File: config.mk
export PLATFORM = sky130hd
export DESIGN_NAME = wram_dma_flat
export DESIGN_NICKNAME = d
export VERILOG_FILES = /design/src/rtl/wram_dma_if.sv /design/src/rtl/wram_dma.sv /design/src/flat_wrapper.sv
export SDC_FILE = /design/constraint.sdc
export NUM_CORES = 1
export LEC_CHECK = 0
export BUFFER_PORTS_ARGS = -buffer_cell sky130_fd_sc_hd__buf_4
export CORE_AREA = 2 2 88 90
export CTS_CLUSTER_DIAMETER = 50
export CTS_CLUSTER_SIZE = 25
export DETAILED_ROUTE_END_ITERATION = 16
export DIE_AREA = 0 0 90 92
export PLACE_DENSITY = 0.73
export SETUP_SLACK_MARGIN = 0.3
export SYNTH_ARGS = -nofsm -noshare
export SYNTH_HDL_FRONTEND = slang
export SYNTH_SLANG_ARGS = --single-unit
export TNS_END_PERCENT = 5
File: constraint.sdc
create_clock -name clk -period 4.5 [get_ports clk]
set_input_delay 1.35 -clock clk [delete_from_list [all_inputs] [get_ports clk]]
set_output_delay 1.35 -clock clk [all_outputs]
set_load 0.02 [all_outputs]
File: src/rtl/wram_dma_if.sv
// RV-side memory request port of the SDRAM arbiter: toggle request/acknowledge pair
// with byte address, strobes, write data and read data.
`timescale 1ns/1ps

interface wram_dma_if;
    logic [22:0] rv_addr;
    logic        rv_word;
    logic [15:0] rv_din;
    logic [1:0]  rv_ds;
    logic        rv_we;
    logic        rv_req;
    logic        rv_req_ack;
    logic [15:0] rv_dout;

    modport master (
        output rv_addr, rv_word, rv_din, rv_ds, rv_we, rv_req,
        input  rv_req_ack, rv_dout
    );

    modport slave (
        input  rv_addr, rv_word, rv_din, rv_ds, rv_we, rv_req,
        output rv_req_ack, rv_dout
    );
endinterface

File: src/rtl/wram_dma.sv
// Save/load sequencer moving the WRAM window between byte streams and the arbiter RV port.
// Optional running byte checksum on o_checksum when WRAM_DMA_CHECKSUM_EN is defined.
`timescale 1ns/1ps

module wram_dma #(
    parameter logic [22:0] BASE_ADDR = 23'h66000,
    parameter int          LEN_BYTES = 8192
) (
    input  logic        clk,
    input  logic        resetn,
    input  logic        i_start,
    input  logic        i_dir,
    input  logic        i_abort,
    output logic        o_busy,
    output logic        o_done,
    output logic        o_wram_load_ongoing,
    output logic [7:0]  o_tx_data,
    output logic        o_tx_valid,
    input  logic        i_tx_ready,
    input  logic [7:0]  i_rx_data,
    input  logic        i_rx_valid,
    output logic        o_rx_ready,
    wram_dma_if.master  rv,
    output logic [15:0] o_checksum,
    output logic [3:0]  dbg_state
);
    localparam int WORDS  = LEN_BYTES / 2;
    localparam int WCNT_W = (WORDS > 1) ? $clog2(WORDS) : 1;
    localparam logic [WCNT_W-1:0] LAST_WORD = WCNT_W'(WORDS - 1);

    typedef enum logic [3:0] {
        IDLE     = 4'd0,
        RD_REQ   = 4'd1,
        RD_WAIT  = 4'd2,
        RD_CAP   = 4'd3,
        EMIT0    = 4'd4,
        EMIT1    = 4'd5,
        COLLECT0 = 4'd6,
        COLLECT1 = 4'd7,
        WR_REQ   = 4'd8,
        WR_WAIT  = 4'd9,
        DONE     = 4'd10
    } state_t;

    state_t            state, state_d;
    logic              dir_q, abort_q;
    logic [WCNT_W-1:0] wcnt;
    logic [15:0]       word_q;
    logic [22:0]       addr_q;
    logic [15:0]       din_q;
    logic [1:0]        ds_q;
    logic              we_q, req_q;
    logic              acked, last_word, abort_now, start_ok;
    logic              issue, wcnt_inc, tx_fire, rx_fire;

    // Byte streams: a byte moves on every rising edge where valid and ready are both
    // high; the producer holds data steady while valid is high and ready is low.
    assign o_tx_valid = (state == EMIT0) || (state == EMIT1);
    assign o_tx_data  = (state == EMIT1) ? word_q[15:8] : word_q[7:0];
    assign o_rx_ready = (state == COLLECT0) || (state == COLLECT1);
    assign tx_fire    = o_tx_valid && i_tx_ready;
    assign rx_fire    = o_rx_ready && i_rx_valid;

    assign acked     = (rv.rv_req_ack == req_q);
    assign last_word = (wcnt == LAST_WORD);
    assign abort_now = i_abort || abort_q;
    assign start_ok  = (state == IDLE) && i_start;

    assign o_busy              = (state != IDLE);
    assign o_done              = (state == DONE);
    assign o_wram_load_ongoing = o_busy && dir_q;
    assign dbg_state           = state;

    assign rv.rv_addr = addr_q;
    assign rv.rv_word = addr_q[1];
    assign rv.rv_din  = din_q;
    assign rv.rv_ds   = ds_q;
    assign rv.rv_we   = we_q;
    assign rv.rv_req  = req_q;

    always_ff @(posedge clk or negedge resetn) begin
        if (!resetn) state <= IDLE;
        else         state <= state_d;
    end

    always_comb begin
        state_d  = state;
        issue    = 1'b0;
        wcnt_inc = 1'b0;
        case (state)
            IDLE:     if (i_start) state_d = i_dir ? COLLECT0 : RD_REQ;
            RD_REQ: begin
                issue   = 1'b1;
                state_d = RD_WAIT;
            end
            RD_WAIT:  if (acked) state_d = abort_now ? DONE : RD_CAP;
            RD_CAP:   state_d = abort_now ? DONE : EMIT0;
            EMIT0: begin
                if (i_abort)      state_d = DONE;
                else if (tx_fire) state_d = EMIT1;
            end
            EMIT1: begin
                if (i_abort) state_d = DONE;
                else if (tx_fire) begin
                    if (last_word) state_d = DONE;
                    else begin
                        state_d  = RD_REQ;
                        wcnt_inc = 1'b1;
                    end
                end
            end
            COLLECT0: begin
                if (i_abort)      state_d = DONE;
                else if (rx_fire) state_d = COLLECT1;
            end
            COLLECT1: begin
                if (i_abort)      state_d = DONE;
                else if (rx_fire) state_d = WR_REQ;
            end
            WR_REQ: begin
                issue   = 1'b1;
                state_d = WR_WAIT;
            end
            WR_WAIT: begin
                if (acked) begin
                    if (abort_now || last_word) state_d = DONE;
                    else begin
                        state_d  = COLLECT0;
                        wcnt_inc = 1'b1;
                    end
                end
            end
            DONE:     state_d = IDLE;
            default:  state_d = IDLE;
        endcase
    end

    // Address, data and we are registered together with the req toggle so they are
    // already stable in the first cycle the arbiter can see the new request.
    always_ff @(posedge clk or negedge resetn) begin
        if (!resetn) begin
            dir_q   <= 1'b0;
            abort_q <= 1'b0;
            wcnt    <= '0;
            word_q  <= '0;
            addr_q  <= '0;
            din_q   <= '0;
            ds_q    <= '0;
            we_q    <= 1'b0;
            req_q   <= 1'b0;
        end else begin
            if (start_ok) begin
                dir_q <= i_dir;
                wcnt  <= '0;
            end else if (wcnt_inc) begin
                wcnt <= wcnt + WCNT_W'(1);
            end
            abort_q <= (state == IDLE || state == DONE) ? 1'b0 : (abort_q || i_abort);
            if (state == RD_CAP)                  word_q       <= rv.rv_dout;
            else if (rx_fire && state == COLLECT0) word_q[7:0]  <= i_rx_data;
            else if (rx_fire && state == COLLECT1) word_q[15:8] <= i_rx_data;
            if (issue) begin
                req_q  <= ~req_q;
                addr_q <= BASE_ADDR + (23'(wcnt) << 1);
                we_q   <= (state == WR_REQ);
                din_q  <= word_q;
                ds_q   <= 2'b11;
            end
        end
    end

`ifdef WRAM_DMA_CHECKSUM_EN
    logic [15:0] csum_q;

    always_ff @(posedge clk or negedge resetn) begin
        if (!resetn)      csum_q <= '0;
        else if (start_ok) csum_q <= '0;
        else if (tx_fire)  csum_q <= csum_q + {8'h00, o_tx_data};
        else if (rx_fire)  csum_q <= csum_q + {8'h00, i_rx_data};
    end

    assign o_checksum = csum_q;
`else
    assign o_checksum = 16'h0000;
`endif
endmodule

File: src/flat_wrapper.sv
// flat-port wrapper written by rule: the top's interface ports become plain ports
module wram_dma_flat 
#(
    parameter logic [22:0] BASE_ADDR = 23'h66000,
    parameter int          LEN_BYTES = 8192
)
  (clk, resetn, i_start, i_dir, i_abort, o_busy, o_done, o_wram_load_ongoing, o_tx_data, o_tx_valid, i_tx_ready, i_rx_data, i_rx_valid, o_rx_ready, o_checksum, dbg_state, rv_rv_addr, rv_rv_word, rv_rv_din, rv_rv_ds, rv_rv_we, rv_rv_req, rv_rv_req_ack, rv_rv_dout);
  wram_dma_if rv_i ();
  input  logic clk;
  input  logic resetn;
  input  logic i_start;
  input  logic i_dir;
  input  logic i_abort;
  output logic o_busy;
  output logic o_done;
  output logic o_wram_load_ongoing;
  output logic [7:0] o_tx_data;
  output logic o_tx_valid;
  input  logic i_tx_ready;
  input  logic [7:0] i_rx_data;
  input  logic i_rx_valid;
  output logic o_rx_ready;
  output logic [15:0] o_checksum;
  output logic [3:0] dbg_state;
  output wire logic [$bits(rv_i.rv_addr)-1:0] rv_rv_addr;
  output wire logic [$bits(rv_i.rv_word)-1:0] rv_rv_word;
  output wire logic [$bits(rv_i.rv_din)-1:0] rv_rv_din;
  output wire logic [$bits(rv_i.rv_ds)-1:0] rv_rv_ds;
  output wire logic [$bits(rv_i.rv_we)-1:0] rv_rv_we;
  output wire logic [$bits(rv_i.rv_req)-1:0] rv_rv_req;
  input wire logic [$bits(rv_i.rv_req_ack)-1:0] rv_rv_req_ack;
  input wire logic [$bits(rv_i.rv_dout)-1:0] rv_rv_dout;
  assign rv_rv_addr = rv_i.rv_addr;
  assign rv_rv_word = rv_i.rv_word;
  assign rv_rv_din = rv_i.rv_din;
  assign rv_rv_ds = rv_i.rv_ds;
  assign rv_rv_we = rv_i.rv_we;
  assign rv_rv_req = rv_i.rv_req;
  assign rv_i.rv_req_ack = rv_rv_req_ack;
  assign rv_i.rv_dout = rv_rv_dout;
  wram_dma #(.BASE_ADDR(BASE_ADDR), .LEN_BYTES(LEN_BYTES)) u_core (.clk(clk), .resetn(resetn), .i_start(i_start), .i_dir(i_dir), .i_abort(i_abort), .o_busy(o_busy), .o_done(o_done), .o_wram_load_ongoing(o_wram_load_ongoing), .o_tx_data(o_tx_data), .o_tx_valid(o_tx_valid), .i_tx_ready(i_tx_ready), .i_rx_data(i_rx_data), .i_rx_valid(i_rx_valid), .o_rx_ready(o_rx_ready), .rv(rv_i), .o_checksum(o_checksum), .dbg_state(dbg_state));
endmodule
==> flow_summary.yaml <==
clock_network:
  clk_pin_slew_worst_paths_ns: 0.07
  ctsResizeCount: 0
  clock_sinks: 65
  cts_max_level: 3
  cts_setup_buffers: 0
  cts_made_buffers: 9
  clock_path_buffers: 2
  cts_tree: "built"
  worstSkewPairLatency_ns: 0.35
  cts_root_buffer: "clkbuf_8"
  postCtsHoldBufs: 0
final_layout:
  seqCellArea_sq_um: 1627
  fin_area_sq_um: 4325
  layout.nets: 441
  drive_above_1_share_pct: 36.56
  multi_input_area_sq_um: 1733
  final_common_cell: "buf_4"
  diodes: 0
  final_cell_mix: "buf_4, dfrtp_1, mux2_2, nand2_1, mux2i_1"
  nFillCells: 665
  syn_to_final_growth_pct: 19.87
sta:
  rsz0062_at_grt: "no"
  drv_slew: 0
  min_period_ns: 3.535
  fin_worst_skew_ns: 0.008594
  fin_crit_sh_pct: 78.56
  tightest_slew_ns: 1.190
  setup_viol: 0
  finalSetupTns_ns: 0
  slew_headroom_pct: 20.64
  hold_viol: 0
  fmax_mhz: 282.9
power_and_ir_drop:
  p_leak_nw: 1.985
  vdd_drop_max_mv: 0.3534
  pwr_density_cell_nw_per_um2: 598.9
min_path:
  min_path_type: "flip-flop to flip-flop"
  holdPathStages: 1
  hold_path_end: "u_core.rv.rv_addr[6]$_DFFE_PN0P_"
  holdCritStartpoint: "u_core.rv.rv_addr[6]$_DFFE_PN0P_"
global_routing:
  grt_max_degree: 66
  gr-total-overflow: 0
  grt_use_total_pct: 19.23
  grt_pass1_wl_um: 12480
  grt_pass1_vias: 2523
  antenna_found_initial: 0
synthesis:
  synth_cell_types: 48
  synth_area_per_cell_sq_um: 10.71
  ys_ff_latch: 65
  synth_cells: 337
  synth.cell_area_sq_um: 3608
  synth_flop_cell: "dfrtp_1"
  synth_seq_area_share_pct: 45.08
  ys_async_sr_fraction_pct: 100.0
  synth_edf_count: 0
  synth_warnings: 0
routing:
  wl_um: 7761
  post-route-drc-count: 0
  dr.pass1.iters: 4
  wl_per_cell_um: 15.07
  drt_iter0_drc: 175
  vias_per_cell: 5.344
  antenna_left: 0
  num_vias: 2752
worst_setup_path:
  cp_cell_sequence: "nand2b_1 > nor3b_1 > buf_4 > mux2_2 > buf_4"
  ff2ff_setup_slack_ns: 1.95
  crit_path_top_delay_cell: "dfrtp_1"
  ff2ff_path_depth: 3
  reg2reg_from: "u_core.dbg_state[0]$_DFFE_PN0P_"
  worst-path-buf-inv: 2
  worstSetupPathType: "flip-flop to output pin"
  worst_path_most_repeated_cell: "buf_4"
  required_ns: 3.15
  cp_top_family: "flip-flops"
  max_stage_delay_ns: 0.61
  end_kind: "output pin"
  cp.arrival_ns: 2.19
  critPathMaxFanout: 19
  r2r_end: "u_core.dir_q$_DFFE_PN0P_"
  worstSetupStartpointType: "flip-flop"
floorplanning:
  initial_core_util_pct: 48.45
  fp.dieH_um: 92
  ioPinCount: 109
  die_area_sq_um: 8280
  coreArea_sq_um: 7447
  die_w_um: 90
  core.rowCount: 32
place:
  place_area_sq_um: 4155
  place_congestion: 0.8737
  numPortBuffers: 85
  hpwl_um: 5434
status:
  run_status: "completed"
flow_run:
  max_cap_violations: 0
-- worst max path at each step --
stage,startpoint,end,slack [ns],cells after the start
6_report,u_core.dbg_state[3]$_DFFE_PN0P_,o_tx_data[1],0.96,5
5_1_grt,u_core.dbg_state[3]$_DFFE_PN0P_,o_tx_data[1],0.88,5
4_1_cts,u_core.dbg_state[3]$_DFFE_PN0P_,o_tx_data[1],0.97,5
3_5_place_dp,u_core.dbg_state[3]$_DFFE_PN0P_,o_tx_data[1],1.36,5
3_3_place_gp,u_core.dbg_state[3]$_DFFE_PN0P_,o_tx_data[7],1.42,5
2_1_floorplan,u_core.dbg_state[1]$_DFFE_PN0P_,o_done,1.29,4
-- registers in the layout, indices dropped and copies added (netlist names) --
name / count
u_core.abort_q: 1
u_core.dir_q: 1
u_core.rv.rv_req: 1
u_core.wcnt: 12
u_core.word_q: 16
u_core.dbg_state: 4
u_core.rv.rv_din: 16
u_core.rv.rv_we: 1
u_core.rv.rv_addr: 13
-- per-stage QoR --
step	std cells	hold WS, ns	total power [mW]	util (%)	setup WS [ns]
global placement	499	0.4844	2.149	55.80	1.416
detailed placement	499	0.4867	2.172	55.80	1.362
floorplan	359	0.4711	1.773	-	1.294
global route	515	0.5208	2.757	58.08	0.8811
CTS	515	0.5047	2.613	58.08	0.9665
finish	515	0.5049	2.590	58.08	0.9649
-- synth_stat cells, types with 2 or more instances --
| library cell | number | area, sq um |
|---|---|---|
| dfrtp_1 | 65 | 1627 |
| mux2_2 | 37 | 416.7 |
| buf_4 | 29 | 217.7 |
| mux2i_1 | 29 | 290.3 |
| nand2_1 | 29 | 108.9 |
| nand2b_1 | 16 | 100.1 |
| nor2_1 | 16 | 60.06 |
| o21ai_0 | 12 | 60.06 |
| a21oi_1 | 10 | 50.05 |
| buf_2 | 9 | 45.04 |
| clkbuf_1 | 9 | 33.78 |
| a211oi_1 | 8 | 60.06 |
| nand3_1 | 6 | 30.03 |
| nand4_1 | 5 | 31.28 |
| nor2b_1 | 5 | 31.28 |
| inv_1 | 4 | 15.01 |
| a2111oi_2 | 3 | 45.04 |
| a21o_1 | 2 | 15.01 |
| a221oi_1 | 2 | 17.52 |
| and2_1 | 2 | 12.51 |
| buf_6 | 2 | 22.52 |
| nand3b_1 | 2 | 15.01 |
| nor3_1 | 2 | 10.01 |
| nor3b_1 | 2 | 15.01 |
| nor4_1 | 2 | 12.51 |
| o2bb2ai_1 | 2 | 17.52 |
| o31ai_1 | 2 | 15.01 |
| or2_2 | 2 | 12.51 |
| or3b_2 | 2 | 17.52 |
| xnor2_1 | 2 | 17.52 |
| xor2_1 | 2 | 17.52 |
-- per-layer routing --
layer	vias to the layer above	routed length [um]	global-route usage, %
met2	104	3515	28.70
met5	-	0	0
met3	15	566	5.259
li1	1294	-	-
met1	1339	3484	25.51
met4	0	195	10.51
-- final cells by class --
cell class                      count  area share, %
Tap cell                          102          2.951
Multi-Input combinational cell    241          40.06
Clock inverter                      7          1.070
Timing Repair Buffer               87          15.10
Inverter                            4         0.3471
Clock buffer                        9          2.864
Sequential cell                    65          37.60
-- kinds of logic (layout without fill, tap and decap cells) --
group | after synthesis | after routing | share of synthesized area (%)
other | 1 | 23 | 0.1039
and+or+nand+nor | 98 | 98 | 14.84
AOI/OAI and AO/OA | 49 | 49 | 9.813
DFF | 65 | 65 | 45.08
buffers and inverters | 53 | 107 | 9.258
adders and majority gates | 1 | 1 | 0.3467
muxes | 66 | 66 | 19.59
xor gates and xnor gates | 4 | 4 | 0.9711
-- where the power goes --
group / switching [mW] / internal, mW / total, mW / leakage, nW
Sequential: 0.199 / 0.770 / 0.968 / 0.821
Combinational: 0.622 / 0.565 / 1.19 / 1.08
Clock: 0.237 / 0.198 / 0.435 / 0.0814
-- worst reg2reg max path: stages (launching register included) --
cell and delay [ns]:
dfrtp_1 0.61, nor4_1 0.75, nand2_1 0.63, mux2_2 0.45
Power figures use the tool's default switching activity.
